$ cat src/rtl/fdivsqrt_iter_ctrl_pkg.sv
// Shared types for the fdivsqrt sequencer: config record, state enum, C mask init helper.
package fdivsqrt_iter_ctrl_pkg;

  typedef struct packed {
    int DIVb;
    int DURLEN;
  } cvw_t;

  localparam cvw_t CVW_DEFAULT = '{DIVb: 12, DURLEN: 4};

  typedef enum logic [1:0] {
    IDLE = 2'd0,
    BUSY = 2'd1,
    DONE = 2'd2
  } fdivsqrt_state_t;

  // Initial digit mask: two integer ones above DIVb fraction zeros (U2.DIVb).
  function automatic logic [63:0] cinit(input int divb);
    return 64'd3 << divb;
  endfunction

endpackage

$ cat src/rtl/fdivsqrt_cmask.sv
// Digit-position mask register for the OTFC; shifts ones in from the top by SHIFT per step.
module fdivsqrt_cmask #(
  parameter int             W     = 14,
  parameter int             SHIFT = 2,
  parameter logic [W-1:0]   CINIT = '0
) (
  input  logic         clk,
  input  logic         init,
  input  logic         shift,
  output logic [W-1:0] C
);

  logic [W-1:0] c_reg;

  // init doubles as the synchronous reset; once all-ones the shift is a no-op.
  always_ff @(posedge clk) begin
    if (init)
      c_reg <= CINIT;
    else if (shift)
      c_reg <= {{SHIFT{1'b1}}, c_reg[W-1:SHIFT]};
  end

  assign C = c_reg;

endmodule

$ cat src/rtl/fdivsqrt_iter_ctrl.sv
// Radix-4 divide/sqrt iteration sequencer: start, N iteration cycles, then done handshake.
module fdivsqrt_iter_ctrl
  import fdivsqrt_iter_ctrl_pkg::*;
#(
  parameter cvw_t P = CVW_DEFAULT
) (
  input  logic                clk,
  input  logic                reset,
  input  logic                FlushE,
  input  logic                Start,
  input  logic                SpecialCase,
  input  logic [P.DURLEN-1:0] Cycles,
  input  logic                StallM,
  output logic                Busy,
  output logic                InitEn,
  output logic                IterEn,
  output logic                LastIter,
  output logic                Done,
  output logic [P.DIVb+1:0]   C
);

  localparam int              CW         = P.DIVb + 2;
  localparam logic [63:0]     CINIT_WIDE = cinit(P.DIVb);
  localparam logic [CW-1:0]   CINIT      = CINIT_WIDE[CW-1:0];

  fdivsqrt_state_t     state_reg;
  logic [P.DURLEN-1:0] cnt_reg;
  logic                kill;
  logic                accept;
  logic                instant;

  assign kill    = reset | FlushE;
  assign instant = SpecialCase | (Cycles == '0);
  assign accept  = (state_reg == IDLE) & Start & ~kill;

  assign InitEn   = accept;
  assign Busy     = (state_reg != IDLE);
  assign IterEn   = (state_reg == BUSY) & ~kill;
  assign LastIter = IterEn & (cnt_reg == '0);
  assign Done     = (state_reg == DONE) & ~kill;

  always_ff @(posedge clk) begin
    if (kill) begin
      state_reg <= IDLE;
      cnt_reg   <= '0;
    end else begin
      case (state_reg)
        IDLE: begin
          if (Start) begin
            if (instant) begin
              state_reg <= DONE;
            end else begin
              state_reg <= BUSY;
              cnt_reg   <= Cycles - 1'b1;
            end
          end
        end
        BUSY: begin
          if (cnt_reg == '0) state_reg <= DONE;
          else               cnt_reg   <= cnt_reg - 1'b1;
        end
        DONE: begin
          if (!StallM) state_reg <= IDLE;
        end
        default: state_reg <= IDLE;
      endcase
    end
  end

  // Special-case starts leave the mask untouched; only real runs reload it.
  fdivsqrt_cmask #(
    .W     (CW),
    .SHIFT (2),
    .CINIT (CINIT)
  ) u_cmask (
    .clk   (clk),
    .init  (kill | (accept & ~instant)),
    .shift ((state_reg == BUSY) & ~kill),
    .C     (C)
  );

endmodule

$ cat config.mk
export PLATFORM = sky130hd
export DESIGN_NAME = fdivsqrt_iter_ctrl
export DESIGN_NICKNAME = d
export VERILOG_FILES = /design/src/rtl/fdivsqrt_iter_ctrl_pkg.sv /design/src/rtl/fdivsqrt_cmask.sv /design/src/rtl/fdivsqrt_iter_ctrl.sv
export SDC_FILE = /design/constraint.sdc
export NUM_CORES = 1
export LEC_CHECK = 0
export CAP_MARGIN = 20
export CORE_MARGIN = 4
export CORE_UTILIZATION = 41
export CTS_CLUSTER_DIAMETER = 30
export DETAILED_ROUTE_END_ITERATION = 10
export PLACE_DENSITY = 0.81
export SLEW_MARGIN = 0
export SYNTH_ARGS = -nofsm -noshare
export SYNTH_HDL_FRONTEND = slang
export SYNTH_SLANG_ARGS = --single-unit
$ cat constraint.sdc
create_clock -name clk -period 2.1 [get_ports clk]
set_input_delay 0.315 -clock clk [delete_from_list [all_inputs] [get_ports clk]]
set_output_delay 0.315 -clock clk [all_outputs]
set_load 0.02 [all_outputs]
==> results.md <==
* Status: finished, final reports clean
* RSZ-0062 raised after global routing: false
* Total CTS buffers at 3
* Post-synth EDFFs at 0
* Post-CTS setup buffer count at 0
* Post-Synth XOR/XNOR Area at 0
* Post-synthesis mux area share at 0.04355
* Post-Synth Adder-Cell Area at 0.01742
* Worst Hold End: u_cmask.C[3]
* Setup crit end kind: primary output
* Core area at 1577 um2
* Post-Synth Simple-Gate Area at 0.2247
* Antenna cells at 0
* Final Hold Fails at 0
* Most frequent cells in the layout: clkdlybuf4s50_1, dfxtp_1, a21oi_1
* Critical R2R Launch: state_reg[1]
* Layout Skew at 0.004101 ns
* Max-slew violation count at 0
* Post-DR wirelength/cell at 12.99 um
* Cell area after synthesis at 718.2 um2
* DRC at 0
* CTS root buf: clkbuf_4
* Pre-antenna DRT Iters at 4
* IO Port Bufs at 26
* Part of the Yosys area used for sequential elements at 0.3345
* YS warnings at 0
* Cells after synthesis at 84
* Hold depth at 2
* Largest net degree at the start of global routing at 10
* Reg-to-reg setup timing slack at 0.20 ns
* Cells on worst reg2reg path at 6
* Critical path class: primary input to primary output
* Synth Area in Compound Gates at 0.2195
* CP max FO at 5
* Worst EP required at 1.78 ns
* H-tree Lvls at 1
* Share of the synthesized area in the top cell type at 0.3345
* HPWL Detailed at 1.296 mm
* Tcrit/Tclk final at 0.9253
* First-pass GRT wire length at 2.704 mm
* Post-synth top area cell: dfxtp_1
* Largest family of logic cells by synthesized area: simple AND/OR/NAND/NOR gates
* P per Cell Area at 515.6 nW/um2
* Initial DRC count at 18
* Layout cells sized above 1 at 0.1982
* Worst skew pair latency at 0.27 ns
* Final instance area at 989.7 um2
* Initial antenna violation count at 0
* Vias in the first global route at 611
* Routability cong. at 0.7471
* Number of fill cells at 138
* Leakage power at 0.3942 nW
* Distinct cells, synth at 33
* Yosys reg bits at 12
* Hold path start: u_cmask.C[5]
* Total Neg Setup Slack at 0 ns
* Max FFs per register at 6
* Die Ht at 49.86 um
* Cell Area, Placed at 958.4 um2
* Min Tclk post-route at 1.943 ns
* Main synth FF type: dfxtp_1
* Die ar. at 2486 um2
* Vias per cell at 5.283
* Max capacitance violation total at 0
* Global Route Usage Sum at 0.1406
* Initial Util at 0.4556
* Final net count at 123
* Antenna-violating nets left at 0
* Clk sinks at 12
* # IOs at 29
* Post-Route WL at 1.650 mm
* Reg clk slew, reported paths at 0.08 ns
* Layout area overhead at 37.80%
* Worst vdd ir at 0.3748 mV
* Ranking of synthesized cells by area: dfxtp_1, buf_4, a21oi_1, o21ai_0, clkbuf_8
* WP data arrival at 1.63 ns
* Total number of vias at 671
* Type of origin of the critical path: primary input
* Commonest non-fill, non-tap cell in the layout: clkdlybuf4s50_1
* Post-CTS sizing at 4
* CTS tree: done
* Die Width at 49.86 um
* Syn Area/Cell at 8.550 um2
* Worst hold path type: register to register
* RR Endpoint: cnt_reg[2]
* GRT overflow at 0
* Hold bufs inserted after CTS at 0
* FFs w/ async S/R, synth at 0
* Max Root-Sink Buffers at 2
* F_max at 514.6 MHz
* Final Setup Violations at 0
* # rows at 14
cells by family after synthesis:
logic type,count (synthesis)
other cells,1
fa+ha+maj,1
mux,3
buf+inv,14
flops,12
compound gates,25
simple gates,28
synthesized netlist by cell type (2+ instances only):
library cell,n
a21oi_1,10
buf_4,8
clkbuf_8,2
dfxtp_1,12
inv_1,2
mux2i_1,2
nand2_1,7
nand2b_1,2
nor2_1,6
nor3b_1,2
o21ai_0,8
or2_2,2
area by class of cell:
cell class	count	area (um2)	share of cell area
clock buffers	4	36.28	0.03666
inverters	2	7.507	0.007585
multi-input cells	59	370.4	0.3742
flip-flops and latches	12	240.2	0.2427
well taps	16	20.02	0.02023
repair buffers	34	315.3	0.3186
routing by layer:
metal	share of wire	track usage	vias to the layer above
li1	-	-	342
met1	0.41	0.1423	303
met2	0.52	0.2621	24
met3	0.052	0.02711	2
met4	0.012	0.08295	0
met5	0	0	-
worst max-delay path by stage:
| stage | startpoint | to | slack (ns) | cells past startpoint |
|---|---|---|---|---|
| 5_1_grt | FlushE | LastIter | 0.07 | 5 |
| 4_1_cts | FlushE | IterEn | 0.14 | 5 |
| 2_1_floorplan | FlushE | LastIter | 0.26 | 4 |
| 3_3_place_gp | FlushE | LastIter | -0.12 | 5 |
| 6_report | FlushE | LastIter | 0.16 | 5 |
| 3_5_place_dp | FlushE | LastIter | -0.13 | 5 |
power by group:
group | switching, W | internal [W]
logic | 0.0000418 | 0.0000465
registers | 0.00000459 | 0.000231
clock network | 0.0000810 | 0.000105
metrics by stage:
step	setup WS, ns	util	hold WS (ns)	std cells	total power [W]
2_1_floorplan	0.2594	-	0.4508	85	0.0002952
3_3_place_gp	-0.1204	0.6079	0.4648	123	0.0003275
3_5_place_dp	-0.1314	0.6079	0.4726	123	0.0003293
4_1_cts	0.1372	0.6278	0.4830	127	0.0005149
5_1_grt	0.06939	0.6278	0.5017	127	0.0005357
6_report	0.1569	0.6278	0.4820	127	0.0005103
worst max-delay path, cell delays in order:
cell and delay [ns]:
clkdlybuf4s50_1 0.39, or2_2 0.34, nor2_1 0.14, and2_1 0.13
dlygate4sd2_1 0.33
Note: power is estimated with default switching activity, not from simulation.
